$ cat config.mk
export PLATFORM = sky130hd
export DESIGN_NAME = io_arbiter
export DESIGN_NICKNAME = d
export VERILOG_FILES = /design/src/rtl/io_arbiter_pkg.sv /design/src/rtl/io_byte_lane.sv /design/src/rtl/io_arbiter.sv
export SDC_FILE = /design/constraint.sdc
export NUM_CORES = 1
export LEC_CHECK = 0
export BUFFER_PORTS_ARGS = -buffer_cell sky130_fd_sc_hd__buf_2
export CORE_AREA = 2 2 114 116
export CTS_BUF_LIST = sky130_fd_sc_hd__clkbuf_2
export DETAILED_ROUTE_END_ITERATION = 10
export DIE_AREA = 0 0 116 118
export PLACE_DENSITY = 0.84
export SKIP_CTS_REPAIR_TIMING = 1
export SLEW_MARGIN = 0
export SYNTH_ARGS = -nofsm -noshare
export SYNTH_HDL_FRONTEND = slang
export SYNTH_SLANG_ARGS = --single-unit
export TNS_END_PERCENT = 30
$ cat constraint.sdc
create_clock -name clk -period 5.5 [get_ports clk]
set_input_delay 0 -clock clk [delete_from_list [all_inputs] [get_ports clk]]
set_output_delay 0 -clock clk [all_outputs]
set_load 0.01 [all_outputs]
$ cat src/rtl/io_arbiter_pkg.sv
// rtl/io_arbiter_pkg.sv - IO mode codes, arbiter states and SRAM map constants
package io_arbiter_pkg;

    localparam logic [3:0] IO_NOP = 4'h0;
    localparam logic [3:0] IO_LB  = 4'h1;
    localparam logic [3:0] IO_LBU = 4'h2;
    localparam logic [3:0] IO_LW  = 4'h3;
    localparam logic [3:0] IO_SB  = 4'h4;
    localparam logic [3:0] IO_SW  = 4'h5;

    localparam logic [9:0] SRAM_BASE_HI = 10'h200;

    typedef enum logic [1:0] {
        ARB_IDLE   = 2'd0,
        ARB_ACCESS = 2'd1,
        ARB_DONE   = 2'd2
    } arb_state_e;

    function automatic logic is_read(input logic [3:0] mode);
        return (mode == IO_LB) || (mode == IO_LBU) || (mode == IO_LW);
    endfunction

    function automatic logic is_write(input logic [3:0] mode);
        return (mode == IO_SB) || (mode == IO_SW);
    endfunction

endpackage

$ cat src/rtl/io_byte_lane.sv
// rtl/io_byte_lane.sv - write lane steering, byte enables and read byte extraction
module io_byte_lane
    import io_arbiter_pkg::*;
(
    input  logic [3:0]  mode_i,
    input  logic [1:0]  lane_i,
    input  logic [31:0] wdata_i,
    input  logic [31:0] rdata_i,
    output logic [31:0] wdata_o,
    output logic [3:0]  be_n_o,
    output logic [31:0] rdata_o
);

    logic [7:0] rbyte;

    always_comb begin
        rbyte = rdata_i[8*lane_i +: 8];
        wdata_o = wdata_i;
        be_n_o  = 4'hF;
        rdata_o = '0;
        case (mode_i)
            IO_LW: begin
                be_n_o  = 4'h0;
                rdata_o = rdata_i;
            end
            IO_LB: begin
                be_n_o  = 4'h0;
                rdata_o = {{24{rbyte[7]}}, rbyte};
            end
            IO_LBU: begin
                be_n_o  = 4'h0;
                rdata_o = {24'h0, rbyte};
            end
            IO_SW: be_n_o = 4'h0;
            IO_SB: begin
                wdata_o = {4{wdata_i[7:0]}};
                be_n_o  = ~(4'b0001 << lane_i);
            end
            default: ;
        endcase
    end

endmodule

$ cat src/rtl/io_arbiter.sv
// rtl/io_arbiter.sv - two-port round-robin IO arbiter with fixed wait-state SRAM sequencer
module io_arbiter
    import io_arbiter_pkg::*;
#(
    parameter int SRAM_WAIT = 2,
    parameter int SRAM_AW   = 20
) (
    input  logic               clk,
    input  logic               rst,
    input  logic [3:0]         m0_mode,
    input  logic [31:0]        m0_addr,
    input  logic [31:0]        m0_wdata,
    output logic [31:0]        m0_rdata,
    output logic               m0_ready,
    input  logic [3:0]         m1_mode,
    input  logic [31:0]        m1_addr,
    input  logic [31:0]        m1_wdata,
    output logic [31:0]        m1_rdata,
    output logic               m1_ready,
    output logic [SRAM_AW-1:0] sram_addr,
    output logic [31:0]        sram_wdata,
    input  logic [31:0]        sram_rdata,
    output logic [3:0]         sram_be_n,
    output logic               sram_ce_n,
    output logic               sram_oe_n,
    output logic               sram_we_n
);

    localparam int CW = $clog2(SRAM_WAIT + 1);

    arb_state_e     state_q, state_d;
    logic           grant_q, last_q;
    logic [3:0]     mode_q;
    logic [31:0]    addr_q, wdata_q, rdata_q;
    logic [CW-1:0]  cnt_q;

    logic           req0, req1, gnt;
    logic           hit;
    logic [31:0]    lane_wdata, lane_rdata;
    logic [3:0]     lane_be_n;

    assign req0 = (m0_mode != IO_NOP);
    assign req1 = (m1_mode != IO_NOP);
    // On a tie the port that was not served last wins; last_q resets to 1 so m0 wins first.
    assign gnt  = (req0 && req1) ? ~last_q : req1;
    assign hit  = (addr_q[31:22] == SRAM_BASE_HI);

    io_byte_lane u_lane (
        .mode_i  (mode_q),
        .lane_i  (addr_q[1:0]),
        .wdata_i (wdata_q),
        .rdata_i (sram_rdata),
        .wdata_o (lane_wdata),
        .be_n_o  (lane_be_n),
        .rdata_o (lane_rdata)
    );

    always_ff @(posedge clk or posedge rst) begin
        if (rst) state_q <= ARB_IDLE;
        else     state_q <= state_d;
    end

    always_comb begin
        state_d = state_q;
        case (state_q)
            ARB_IDLE:   if (req0 || req1) state_d = ARB_ACCESS;
            ARB_ACCESS: if (cnt_q == '0) state_d = ARB_DONE;
            ARB_DONE:   state_d = ARB_IDLE;
            default:    state_d = ARB_IDLE;
        endcase
    end

    always_ff @(posedge clk or posedge rst) begin
        if (rst) begin
            grant_q <= 1'b0;
            last_q  <= 1'b1;
            mode_q  <= IO_NOP;
            addr_q  <= '0;
            wdata_q <= '0;
            rdata_q <= '0;
            cnt_q   <= '0;
        end else if (state_q == ARB_IDLE) begin
            if (req0 || req1) begin
                grant_q <= gnt;
                last_q  <= gnt;
                mode_q  <= gnt ? m1_mode  : m0_mode;
                addr_q  <= gnt ? m1_addr  : m0_addr;
                wdata_q <= gnt ? m1_wdata : m0_wdata;
                cnt_q   <= CW'(SRAM_WAIT);
            end
        end else if (state_q == ARB_ACCESS) begin
            if (cnt_q != '0) cnt_q <= cnt_q - CW'(1);
            else rdata_q <= (hit && is_read(mode_q)) ? lane_rdata : '0;
        end
    end

    assign sram_addr  = addr_q[SRAM_AW+1:2];
    assign sram_wdata = lane_wdata;

    // Strobes decode straight from state so an async reset releases them at once.
    always_comb begin
        sram_ce_n = 1'b1;
        sram_oe_n = 1'b1;
        sram_we_n = 1'b1;
        sram_be_n = 4'hF;
        m0_ready  = 1'b0;
        m1_ready  = 1'b0;
        m0_rdata  = '0;
        m1_rdata  = '0;
        if (state_q == ARB_ACCESS && hit && (is_read(mode_q) || is_write(mode_q))) begin
            sram_ce_n = 1'b0;
            sram_be_n = lane_be_n;
            sram_oe_n = ~is_read(mode_q);
            sram_we_n = ~(is_write(mode_q) && cnt_q != '0);
        end
        if (state_q == ARB_DONE) begin
            m0_ready = ~grant_q;
            m1_ready = grant_q;
            m0_rdata = grant_q ? '0 : rdata_q;
            m1_rdata = grant_q ? rdata_q : '0;
        end
    end

endmodule

# Word level (Yosys, flattened, before mapping)
# Cells that the tools add are included.
# W data, S select, Z words.
word_totals:
  ff_bits: 106
  latch_bits: 0
  ramBits: 0
  rom_bits: 0
  in_bits: 170
  out_inout_bits: 125
  memories: 0
op_classes:
  addsub: 1
  n_mul: 0
  div: 0
  order_cmp: 0
  eq_ne: 10
  shifts: 2
  n_mux: 25
  bitwise: 7
  n_reduce_logical: 22
ops:
  columns: ["op", "n"]
  rows:
  - ["$mux W32", 8]
  - ["$pmux W32 S3", 1]
  - ["$shiftx A32 B6 Y8", 1]
  - ["$mux W2", 6]
  - ["$eq A10 B10 Y1 const B", 1]
  - ["$eq A4 B2 Y1 const B", 2]
  - ["$eq A4 B3 Y1 const B", 2]
  - ["$mux W4", 2]
  - ["$pmux W4 S2", 1]
  - ["$reduce_bool A4 Y1", 2]
  - ["$mux W1", 6]
  - ["$not A1 Y1", 6]
  - ["$reduce_and A3 Y1", 2]
  - ["$reduce_bool A2 Y1", 3]
  - ["$logic_and A1 B1 Y1", 5]
  - ["$logic_or A1 B1 Y1", 5]
  - ["$eq A4 B1 Y1 const B", 1]
  - ["$logic_not A2 Y1", 2]
  - ["$not A4 Y4", 1]
  - ["$pmux W2 S2", 1]
  - ["$reduce_and A2 Y1", 2]
  - ["$reduce_or A4 Y1", 1]
  - ["$shl A1 B2 Y4 const A", 1]
  - ["$eq A2 B1 Y1 const B", 1]
  - ["other kinds (4)", 4]

# Depth between registers and ports, before layout
# Gate-level depths: netlist of the first run.
depth:
  ltp_word: 6
  depth_mapped: 7
  ltp_nobuf: 6

# By module
# From an unflattened synthesis of the first run, not the netlist that was laid out.
unflattened:
  hier_cells: 758
  hier_area_um2: 6721.4
modules_own_cells:
  columns: ["module", "instances", "cells_per_inst", "area_per_inst_um2", "seq_area_each_um2"]
  rows:
  - ["io_arbiter", 1, 574, 5723.0, 2653.8]
  - ["io_byte_lane", 1, 184, 998.5, 0.0]

# Worst setup path before layout of the first run
# OpenSTA, ideal clock, no wires.
synth_path:
  path_type: "reg2reg"
  from: "register addr_q[0]"
  to: "register rdata_q[10]"
  setup_time_ns: 0.132
  arrival_time_ns: 1.554
  slack_ns: 3.814
  stages_incl_launch_ff: 7
  path_cell_list: "dfrtp_1 mux4_2 and4b_1 buf_2 buf_6 a21oi_1 o21ai_1"
synth_between:
  elab_chain_cells: 3
synth_rtl:
  columns: ["element", "line_no", "source"]
  rows:
  - ["start, declared", "io_arbiter.sv:34", "logic [31:0] addr_q, wdata_q, rdata_q;"]
  - ["start signal, assigned", "io_arbiter.sv:87", "addr_q <= gnt ? m1_addr : m0_addr;"]
  - ["$shiftx A32 B6 Y8", "io_byte_lane.sv:17", "rbyte = rdata_i[8*lane_i +: 8];"]
  - ["$pmux W32 S3", "io_byte_lane.sv:21", "case (mode_i)"]
  - ["$mux W32", "io_arbiter.sv:93", "else rdata_q <= (hit && is_read(mode_q)) ? lane_rdata : '0;"]
  - ["end signal, assigned", "io_arbiter.sv:93", null]
  - ["end, declared", "io_arbiter.sv:34", null]
# No other way between the ends.
# A chain may end at the register's enable or synchronous reset.

# Worst setup path in the final report of the first run
layout_path:
  from: "input m1_mode[1]"
  to: "register addr_q[26]"
layout_between:
  elab_chain_cells: 4
  elab_cells_between_ends: 6
  cone_classes: "mux: 2; reduce/logical: 4"
layout_rtl:
  columns: ["element", "line_no", "source"]
  rows:
  - ["start, declared", "io_arbiter.sv:15", "input logic [3:0] m1_mode,"]
  - ["$reduce_bool A4 Y1 *", "io_arbiter.sv:43", "assign req1 = (m1_mode != IO_NOP);"]
  - ["$logic_and A1 B1 Y1", "io_arbiter.sv:45", "assign gnt = (req0 && req1) ? ~last_q : req1;"]
  - ["$mux W1", "io_arbiter.sv:45", null]
  - ["$mux W32", "io_arbiter.sv:87", null]
# Mark *: on every way between the ends. The rest lies on a longest branch, timed or not.

==> run_results.csv, run 1 <==
group,metric,value,unit
clocking,clk_latency,0.60,ns
routing,wire_per_inst,19.2,µm
timing,tightest_slew,1.24,ns
critical_path,worst-path-buf-inv,4,
yosys,synth_area,0.00601,mm²
critical_path,r2r-end,"rdata_q[2]$_DFFE_PP0P_",
power_and_ir_drop,power.density,477,mW/mm²
global_route,grt_pass1_vias,5598,
critical_path,cp-end-kind,"flip-flop",
global_route,grt_max_degree,69,
timing,hold-worst-slack,-0.0268,ns
floorplanning,core-area,0.0124,mm²
critical_path,crit_cells,8,
power_and_ir_drop,ir_drop,0.401,mV
timing,setup_viol,0,
critical_path,cp_data_required_time,6.05,ns
cells_and_area,syn_to_final_growth,51.0,%
routing,avgViaCountPerCell,5.77,
critical_path,critPathLaunchType,"input pin",
cells_and_area,diodes,0,
placed_design,dp_hpwl,13.4,mm
critical_path,worst-setup-path-type,"in -> reg",
clocking,cts_tree,"built",
yosys,seq_area_frac_synth,44.1,%
timing,period_share,58.6,%
timing,maxSlewHeadroom,17.1,%
routing,drt-total-wl,25.2,mm
floorplanning,dieHeight,118,µm
cells_and_area,fin_util,73.1,%
run_status,status,"finished, violations left",
yosys,synth_cell_types,42,
timing,min_period,3.22,ns
clocking,cts_buffers,9,
timing,max_freq,0.310,GHz
floorplanning,rows,41,
cells_and_area,drive_above_1_share,29.1,%
timing,rsz0062_at_grt,"false",
timing,finalSetupTns,0,ns
critical_path,path_cells,"dlygate4sd3_1 > buf_2 > nor4_1 > a211o_2 > buf_4 > a21oi_1 > a21oi_1 > dlygate4sd3_1",
yosys,syn_nets,910,
job,maxCapViolCount,0,
placed_design,io_buffers,294,
routing,drc,0,
routing,firstDrtPassIters,8,
critical_path,endpoint,"addr_q[26]$_DFFE_PP0P_",
critical_path,path_max_fanout,48,
floorplanning,dieArea,0.0137,mm²
global_route,grt_pass1_wl,28.0,mm
clocking,clk_transition_reported_paths,0.31,ns
critical_path,cp.arrival,3.77,ns
timing,hold_violations,12,
critical_path,ff2ff_path_depth,5,
routing,ant_nets,0,
cells_and_area,fill_cells,827,
hold_path,hold_path_class,"in -> async",
floorplanning,start_util,48.4,%
placed_design,place_congestion,0.881,
critical_path,crit_path_top_delay_cell,"nor4_1",
critical_path,rr_startpoint,"state_q[0]$_DFFE_PP0P_",
yosys,ys_ff_latch,106,
timing,final_max_slew_viol_count,0,
timing,fin_skew,0.0500,ns
routing,drt-initial-drc-count,901,
routing,vias,7577,
global_route,grt_antenna_before_repair,0,
critical_path,crit_family,"buffers and inverters",
yosys,yosysWarnings,0,
floorplanning,die_w,116,µm
critical_path,critical_path.max_stage_delay,0.93,ns
run_status,violations,"hold timing",
clocking,clock_path_buffers,2,
yosys,yosys.area.top_type,"dfrtp_1",
clocking,root_buffer,"clkbuf_2",
yosys,netlist.area_leader.share,43.7,%
critical_path,rrSetupSlack,2.38,ns
power_and_ir_drop,leakage,4.43,nW
yosys,synth_area_leaders,"dfrtp_1 (44%), a21oi_1 (13%), nand2_1 (10%)",
clocking,cts_max_level,3,
cells_and_area,fin_nets,1309,
global_route,track_usage,26.0,%
yosys,syn_area_per_cell,8.14,µm²
global_route,overflow,0,
yosys,synthCells,739,
critical_path,startpoint,"m1_mode[1]",
floorplanning,pin_count,295,
clocking,cts_sinks,106,
power by group:
group	total [mW]	internal [mW]	switching, mW
clock network	0.422	0.146	0.276
registers	1.34	1.07	0.273
logic	2.57	1.20	1.37
total	4.33	2.41	1.92
cells in the mapped netlist, drive strengths merged:
| master | count |
|---|---|
| a211oi | 2 |
| a21oi | 152 |
| ha | 1 |
| a221oi | 4 |
| buf | 56 |
| nand2 | 161 |
| o41ai | 2 |
| and3b | 1 |
| mux4 | 8 |
| or3 | 1 |
| o21ai | 37 |
| dfstp | 1 |
| nand2b | 2 |
| nor2 | 73 |
| o21a | 1 |
| and2 | 65 |
| nor2b | 3 |
| clkbuf | 29 |
| a211o | 1 |
| nor3 | 4 |
| xnor2 | 1 |
| and4b | 2 |
| dfrtp | 105 |
| inv | 5 |
| o31ai | 2 |
| nor3b | 1 |
| and3 | 2 |
| mux2 | 1 |
| nor4 | 4 |
| a22oi | 8 |
| nand3 | 3 |
| or4 | 1 |
logic make-up after synthesis:
logic type	share of synthesized area [%]
AND/OR/NAND/NOR	24.2
AO/OA/AOI/OAI	18.8
flip-flops	44.1
buffers and inverters	9.39
multiplexers	3.18
XOR/XNOR	0.146
adder cells (fa/ha/maj)	0.208
worst min-delay path by stage:
stage,startpoint,slack (ns),end
finish,rst,-0.03,addr_q[3]$_DFFE_PP0P_
global route,rst,0.02,wdata_q[30]$_DFFE_PP0P_
floorplan,m0_addr[31],0.13,addr_q[31]$_DFFE_PP0P_
detailed placement,rst,0.14,wdata_q[28]$_DFFE_PP0P_
CTS,rst,-0.56,wdata_q[22]$_DFFE_PP0P_
global placement,rst,0.14,wdata_q[28]$_DFFE_PP0P_
stage by stage:
stage	instances	cell area, µm²	setup slack, ns	power, mW	hold slack [ns]
finish	1314	9080	2.28	4.33	-0.0268
global route	1314	9080	2.14	4.57	0.0154
global placement	1125	7210	2.58	3.02	0.141
CTS	1140	7330	2.46	3.46	-0.563
detailed placement	1125	7210	2.47	3.06	0.139
floorplan	739	6010	2.71	2.71	0.129
layout by cell type (no fill, tap or decap), types with 4 or more instances in the layout:
| cell type | synthesis | layout |
|---|---|---|
| a221oi_1 | 4 | 4 |
| dlygate4sd3_1 | 0 | 174 |
| nand2_1 | 160 | 160 |
| o21ai_0 | 17 | 17 |
| clkbuf_2 | 0 | 9 |
| mux4_2 | 8 | 8 |
| o21ai_1 | 20 | 20 |
| and2_1 | 65 | 64 |
| a22oi_1 | 8 | 8 |
| nor2_1 | 73 | 73 |
| dfrtp_1 | 105 | 105 |
| buf_2 | 16 | 294 |
| a21oi_1 | 152 | 152 |
| buf_4 | 31 | 5 |
sequential cells by signal (all words and copies together) (netlist names):
signal / count
addr_q: 32
rdata_q: 32
wdata_q: 32
mode_q: 4
cnt_q: 2
state_q: 2
grant_q: 1
last_q: 1
tightest hold or removal path, stage by stage:
cell	delay, ns
dlygate4sd3_1	0.53
buf_2	0.14
inv_4	0.45
metal layers:
metal	GRT usage (%)	part of all wire, %
met3	6.69	11
met1	33.0	35
met2	42.5	48
met5	0	0
met4	9.90	5.8
cell type report:
cell class	instances	area, µm²	area share [%]
clock inverter	6	81.3	0.896
clock buffer	9	45.0	0.496
timing repair buffer	473	3250	35.8
sequential	106	2650	29.2
tap	172	215	2.37
multi-input combinational	543	2810	30.9
inverter	5	21.3	0.234
Note: power is estimated with default switching activity, not from simulation.
==> inputs of run 2 (changes only) <==
--- a/config.mk
+++ b/config.mk
@@ -5,12 +5,12 @@
 export SDC_FILE = /design/constraint.sdc
 export NUM_CORES = 1
 export LEC_CHECK = 0
+export ABC_AREA = 1
 export BUFFER_PORTS_ARGS = -buffer_cell sky130_fd_sc_hd__buf_2
-export CORE_AREA = 2 2 114 116
+export CORE_UTILIZATION = 50
 export CTS_BUF_LIST = sky130_fd_sc_hd__clkbuf_2
 export DETAILED_ROUTE_END_ITERATION = 10
-export DIE_AREA = 0 0 116 118
-export PLACE_DENSITY = 0.84
+export PLACE_DENSITY = 0.83
 export SKIP_CTS_REPAIR_TIMING = 1
 export SLEW_MARGIN = 0
 export SYNTH_ARGS = -nofsm -noshare
==> constraint.sdc (replaced) <==
create_clock -name clk -period 3.1 [get_ports clk]
set_input_delay 0 -clock clk [delete_from_list [all_inputs] [get_ports clk]]
set_output_delay 0 -clock clk [all_outputs]
set_load 0.01 [all_outputs]
==> run 2 against run 1 <==
Effect of this change: the flow now finishes without violations; non-clock buffer count grew 9; wire length up 2.6%; sequential power increased by 70%; power increased by 76%; cell area grew 11%; clock skew fell by 0.036 ns; final cell count rose by 27%; worst setup slack got worse by 1.8 ns; synthesized area increased by 14%; via count increased by 16%; flip-flop and latch count unchanged; largest cell class unchanged.
==> run_results.csv, run 2 <==
group,metric,value,unit
clocking,clk_latency,0.65,ns
placed_design,place_ws,0.858,ns
cells_and_area,final_common_cell,"nand2_1",
yosys,synth_cell_types,22,
global_route,met3_usage,5.36,%
job,maxCapViolCount,0,
yosys,synth_common_cells,"nand2_1 (496), inv_1 (132), dfrtp_1 (105), nor2_1 (83), nand3_1 (69)",
hold_path,worst_hold_path.endpoint,"last_q$_DFFE_PP1P_",
critical_path,cp.arrival,2.64,ns
timing,period_share,85.2,%
floorplanning,pin_count,295,
placed_design,dp_hpwl,14.3,mm
global_route,grt_pass1_vias,6667,
timing,setup_ws,0.458,ns
timing,finalSetupTns,0,ns
global_route,grt_max_degree,70,
floorplanning,rows,42,
yosys,synth_area,0.00687,mm²
cells_and_area,top_regs,"addr_q: 32 flops, rdata_q: 32 flops, wdata_q: 32 flops",
timing,max_freq,0.379,GHz
power_and_ir_drop,power.density,754,mW/mm²
yosys,synthCells,1078,
yosys,yosys.area_share.simple,44.1,%
yosys,synth_mux_area_share,0,%
yosys,synth_fa_ha_area_share,0.182,%
placed_design,place_congestion,0.892,
yosys,synth_xor_area_share,0,%
routing,drc,0,
cells_and_area,multi_input_area,0.00327,mm²
timing,setup_viol,0,
timing,final_max_slew_viol_count,0,
routing,ant_nets,0,
run_status,status,"completed",
yosys,netlist.area_leader.share,38.3,%
floorplanning,start_util,51.6,%
power_and_ir_drop,p_sw_share,47.7,%
timing,hold-worst-slack,0.0207,ns
cells_and_area,drive_above_1_share,22.4,%
timing,fin_skew,0.0144,ns
cells_and_area,syn_to_final_growth,46.9,%
yosys,syn_area_per_cell,6.37,µm²
critical_path,cp_data_required_time,3.10,ns
global_route,met1_usage,33.3,%
routing,firstDrtPassIters,6,
yosys,synthMostInstantiatedCell,"nand2_1",
timing,hold_violations,0,
power_and_ir_drop,pwr-share-comb,61.2,%
cells_and_area,fin_nets,1655,
power_and_ir_drop,ir_drop,0.526,mV
yosys,ys.flop_type,"dfrtp_1",
power_and_ir_drop,p_switching,3.63,mW
global_route,grt_util_met2,48.5,%
power_and_ir_drop,p_seq_share,30.0,%
global_route,grt_antenna_before_repair,1,
yosys,yosys.area.top_type,"dfrtp_1",
yosys,syn_nets,1249,
global_route,overflow,0,
yosys,synth-edff-count,0,
yosys,synth_top_family_by_area,"simple AND/OR/NAND/NOR gates",
yosys,async_reset_ff_share,100,%
power_and_ir_drop,leakage,5.72,nW
global_route,grt_most_used_layer,"met2",
placed_design,placed_cells,1473,
critical_path,rrSetupSlack,0.60,ns
critical_path,critPathLaunchType,"flip-flop",
global_route,grt_pass1_wl,31.1,mm
clocking,cts_buffers,9,
timing,rsz0062_at_grt,"false",
clocking,cts_sinks,106,
timing,min_period,2.64,ns
cells_and_area,mostFrequentLayoutCells,"nand2_1 (493), buf_2 (294), dlygate4sd3_1 (176), inv_1 (131), dfrtp_1 (105)",
power_and_ir_drop,p_int,3.97,mW
yosys,synth_area_leaders,"dfrtp_1 (38%), nand2_1 (27%), inv_1 (7.2%)",
routing,wire_per_inst,15.5,µm
cells_and_area,ff_latch_area,0.00265,mm²
critical_path,path_max_fanout,20,
clocking,clk_transition_reported_paths,0.27,ns
critical_path,rr_startpoint,"last_q$_DFFE_PP1P_",
placed_design,io_buffers,294,
cells_and_area,fill_cells,858,
clocking,cts_max_level,3,
routing,avgViaCountPerCell,5.27,
clocking,root_buffer,"clkbuf_2",
critical_path,worst-setup-path-type,"reg -> out",
hold_path,min_from,"m1_mode[0]",
cells_and_area,instances_no_fill,1665,
yosys,seq_area_frac_synth,38.7,%
floorplanning,dieArea,0.0142,mm²
hold_path,hold_depth,7,
yosys,yosysWarnings,0,
cells_and_area,fin_util,75.9,%
routing,vias,8776,
critical_path,cp-end-kind,"output port",
yosys,ys_ff_latch,106,
power_and_ir_drop,clock_power_share,8.7,%
clocking,clock_path_buffers,2,
routing,drt-initial-drc-count,931,
timing,maxSlewHeadroom,34.1,%
global_route,track_usage,27.6,%
hold_path,hold_path_class,"in -> reg",
floorplanning,core-area,0.0133,mm²
routing,drt-total-wl,25.9,mm
floorplanning,dieHeight,119,µm
clocking,cts_tree,"built",
critical_path,ff2ff_path_depth,7,
timing,tightest_slew,0.988,ns
critical_path,r2r-end,"wdata_q[19]$_DFFE_PP0P_",
floorplanning,die_w,119,µm
yosys,synth_compound_area_share,2.93,%
run 2: changes by cell type in the layout (fill, tap and decap cells not counted), sizes merged, moves of 8 or more:
| cell | change |
|---|---|
| nand3b | +59 |
| nand3 | +66 |
| a21oi | -152 |
| a22oi | -8 |
| inv | +126 |
| o21ai | -11 |
| and2 | -65 |
| o211ai | +8 |
| nand2 | +335 |
| mux4 | -8 |
| nor2 | +13 |
run 2: final cells by class:
cell class,instances,share of cell area (%)
clock buffer,11,0.546
antenna,1,0.0248
sequential,106,26.3
clock inverter,4,0.434
multi-input combinational,751,32.4
timing repair buffer,482,33.1
inverter,134,5.01
tap,176,2.18
run 2: worst max-delay path: stages, from the launching register on:
cell	delay (ns)
dfrtp_1	0.50
inv_1	0.12
nor4_4	0.63
buf_4	0.34
nand2_1	0.12
o21ai_0	0.12
buf_2	0.17
run 2: kinds of logic (layout without fill, tap and decap cells):
kind of cell	count (synthesis)	in the layout
compound gates	35	35
fa+ha+maj	1	1
buf+inv	221	631
flops	106	106
other cells	0	1
simple gates	715	715
run 2: power groups by stage:
stage                     combinational (mW)  clock (mW)  sequential (mW)
after floorplan                         2.82           0             2.15
after global placement                  3.57           0             2.25
after detailed placement                3.63           0             2.25
after CTS                               3.64       0.657             2.23
after global routing                    5.10       0.722             2.33
final                                   4.66       0.664             2.28
run 2: metal layers:
| layer | routed length, µm | vias to the layer above | part of all wire [%] |
|---|---|---|---|
| met3 | 2390 | 148 | 9.2 |
| met4 | 1340 | 0 | 5.2 |
| met5 | 0 | - | 0 |
| li1 | - | 4028 | - |
| met1 | 9530 | 4007 | 37 |
| met2 | 12600 | 593 | 49 |
run 2: stage by stage:
step           area (µm²)  power [mW]
3_3_place_gp         8220        5.82
4_1_cts              8320        6.53
2_1_floorplan        6870        4.97
5_1_grt             10100        8.16
6_report            10100        7.60
3_5_place_dp         8220        5.88
run 2: how the worst max path moves through the flow:
stage                                startpoint  depth (start not counted)                 endpoint
after floorplan                             rst                          1    addr_q[0]$_DFFE_PP0P_
after global placement    addr_q[0]$_DFFE_PP0P_                         10   rdata_q[8]$_DFFE_PP0P_
after detailed placement  addr_q[0]$_DFFE_PP0P_                         10  rdata_q[11]$_DFFE_PP0P_
after CTS                 mode_q[2]$_DFFE_PP0P_                          6           sram_wdata[15]
after global routing      mode_q[2]$_DFFE_PP0P_                          6           sram_wdata[15]
final                     mode_q[2]$_DFFE_PP0P_                          6           sram_wdata[15]
==> inputs of run 3 (changes only) <==
--- a/config.mk
+++ b/config.mk
@@ -5,9 +5,9 @@
 export SDC_FILE = /design/constraint.sdc
 export NUM_CORES = 1
 export LEC_CHECK = 0
-export ABC_AREA = 1
+export ABC_AREA = 0
 export BUFFER_PORTS_ARGS = -buffer_cell sky130_fd_sc_hd__buf_2
-export CORE_UTILIZATION = 50
+export CORE_UTILIZATION = 48
 export CTS_BUF_LIST = sky130_fd_sc_hd__clkbuf_2
 export DETAILED_ROUTE_END_ITERATION = 10
 export PLACE_DENSITY = 0.83
==> run 3 against run 2 <==
Effect of this change: first-iteration DRC count decreased by 14%; sequential share of layout area up 2.7 points; utilization shrank 0.31 points; global-route usage increased by 0.68 points; via count fell by 15%; clock skew grew 0.045 ns; sequential power rose by 2%; critical endpoint is now wdata_q[16]$_DFFE_PP0P_; the flow now finishes with violations (hold timing); clock power is 2% higher; wire length shrank 2.4%.
==> run_results.csv, run 3 (synthesized netlist as in run 1, its figures left out) <==
group,metric,value,unit
placed_design,placed_cells,1132,
timing,rsz0062_at_grt,"false",
power_and_ir_drop,ir_drop,0.661,mV
power_and_ir_drop,pwr-share-comb,61.2,%
power_and_ir_drop,clock_power_share,8.8,%
clocking,cts_tree,"built",
critical_path,cp.arrival,3.48,ns
timing,fin_skew,0.0597,ns
placed_design,io_buffers,294,
floorplanning,die_w,114,µm
critical_path,cp_data_required_time,3.65,ns
power_and_ir_drop,leakage,4.48,nW
critical_path,endpoint,"wdata_q[16]$_DFFE_PP0P_",
timing,final_max_slew_viol_count,0,
timing,min_period,2.93,ns
routing,drt-total-wl,25.2,mm
critical_path,rrSetupSlack,0.17,ns
timing,max_freq,0.341,GHz
clocking,clk_latency,0.66,ns
timing,period_share,94.6,%
floorplanning,dieHeight,114,µm
floorplanning,dieArea,0.0130,mm²
routing,avgViaCountPerCell,5.66,
critical_path,critPathLaunchType,"flip-flop",
power_and_ir_drop,p_sw_share,44.4,%
cells_and_area,syn_to_final_growth,52.2,%
timing,hold_violations,1,
cells_and_area,top_regs,"addr_q: 32 flops, rdata_q: 32 flops, wdata_q: 32 flops",
critical_path,ff2ff_path_depth,5,
routing,ant_nets,0,
cells_and_area,instances_no_fill,1321,
hold_path,hold_path_class,"in -> async",
critical_path,startpoint,"state_q[0]$_DFFE_PP0P_",
floorplanning,rows,40,
critical_path,r2r-end,"wdata_q[16]$_DFFE_PP0P_",
critical_path,path_max_fanout,47,
power_and_ir_drop,p_int,4.29,mW
placed_design,place_congestion,0.837,
global_route,track_usage,28.3,%
clocking,clk_transition_reported_paths,0.35,ns
power_and_ir_drop,p_switching,3.42,mW
floorplanning,core-area,0.0121,mm²
critical_path,rr_startpoint,"state_q[0]$_DFFE_PP0P_",
cells_and_area,final_common_cell,"buf_2",
global_route,grt_max_degree,107,
timing,setup_viol,0,
power_and_ir_drop,power,7.71,mW
global_route,grt_antenna_before_repair,1,
floorplanning,start_util,49.6,%
clocking,cts_max_level,3,
critical_path,worst-setup-path-type,"reg -> reg",
timing,maxSlewHeadroom,34.5,%
timing,finalSetupTns,0,ns
power_and_ir_drop,p_seq_share,30.0,%
cells_and_area,fin_nets,1319,
routing,drt-initial-drc-count,798,
global_route,grt_pass1_vias,5699,
critical_path,cp-end-kind,"flip-flop",
routing,firstDrtPassIters,5,
cells_and_area,mostFrequentLayoutCells,"buf_2 (294), dlygate4sd3_1 (173), nand2_1 (160), a21oi_1 (152), dfrtp_1 (105)",
global_route,overflow,0,
cells_and_area,fin_util,75.6,%
power_and_ir_drop,power.density,843,mW/mm²
floorplanning,pin_count,295,
cells_and_area,fill_cells,808,
clocking,clock_path_buffers,2,
timing,tightest_slew,0.982,ns
timing,hold-worst-slack,-0.00308,ns
cells_and_area,drive_above_1_share,29.9,%
global_route,grt_pass1_wl,28.3,mm
clocking,cts_buffers,9,
placed_design,dp_hpwl,13.7,mm
run_status,violations,"hold timing",
routing,wire_per_inst,19.1,µm
routing,vias,7478,
clocking,cts_sinks,106,
run_status,status,"finished, violations left",
routing,drc,0,
job,maxCapViolCount,0,
clocking,root_buffer,"clkbuf_2",
==> run 3: changes by cell type in the layout (fill, tap and decap cells not counted), moves of 9 or more <==
cell,change
inv_1,-128
o21ai_1,+19
and2_1,+64
nand2_1,-333
a21oi_1,+152
nand3_1,-66
nor2_1,-9
nand3b_1,-59
==> run 3: worst min-delay path by stage <==
stage | start | to | depth (start not counted) | slack, ns
after floorplan | m0_addr[31] | addr_q[31]$_DFFE_PP0P_ | 2 | 0.13
after global placement | rst | addr_q[2]$_DFFE_PP0P_ | 3 | 0.20
after detailed placement | rst | rdata_q[22]$_DFFE_PP0P_ | 3 | 0.20
after CTS | rst | rdata_q[21]$_DFFE_PP0P_ | 3 | -0.54
after global routing | rst | wdata_q[30]$_DFFE_PP0P_ | 4 | 0.04
final | rst | addr_q[26]$_DFFE_PP0P_ | 4 | -0.003
==> run 3: area by class of cell <==
type	instances	area (µm²)	share of cell area [%]
flip-flops and latches	106	2650	29.0
clock buffers	10	50.0	0.547
inverters	5	21.3	0.232
multi-input cells	543	2810	30.7
clock inverters	5	56.3	0.615
repair buffers	483	3350	36.6
diodes	1	2.50	0.0273
well taps	168	210	2.30
==> run 3: routing by layer <==
layer | up-vias | global-route usage (%) | share of wire [%]
met2 | 621 | 47.0 | 50
met3 | 157 | 6.54 | 9.5
met4 | 0 | 16.3 | 7.1
li1 | 3255 | - | -
met1 | 3445 | 33.9 | 34
met5 | - | 0 | 0
==> run 3: stage by stage <==
| step | instance area (µm²) | setup slack, ns |
|---|---|---|
| CTS | 7420 | 0.499 |
| global route | 9150 | 0.0874 |
| finish | 9150 | 0.169 |
| floorplan | 6010 | 0.313 |
| global placement | 7310 | 0.939 |
| detailed placement | 7310 | 0.910 |
==> run 3: power by group through the flow <==
stage / registers, mW / clock network [mW] / logic (mW)
after floorplan: 2.14 / 0 / 2.67
after global placement: 2.27 / 0 / 3.19
after detailed placement: 2.27 / 0 / 3.28
after CTS: 2.25 / 0.665 / 3.29
after global routing: 2.36 / 0.728 / 5.05
final: 2.32 / 0.677 / 4.72
==> run 3: critical path, cell delays in order, from the launching register on <==
cell and delay [ns]:
dfrtp_1 0.56, a211oi_4 0.84, buf_4 0.59, nor2_1 0.11, a21oi_1 0.15, dlygate4sd3_1 0.59
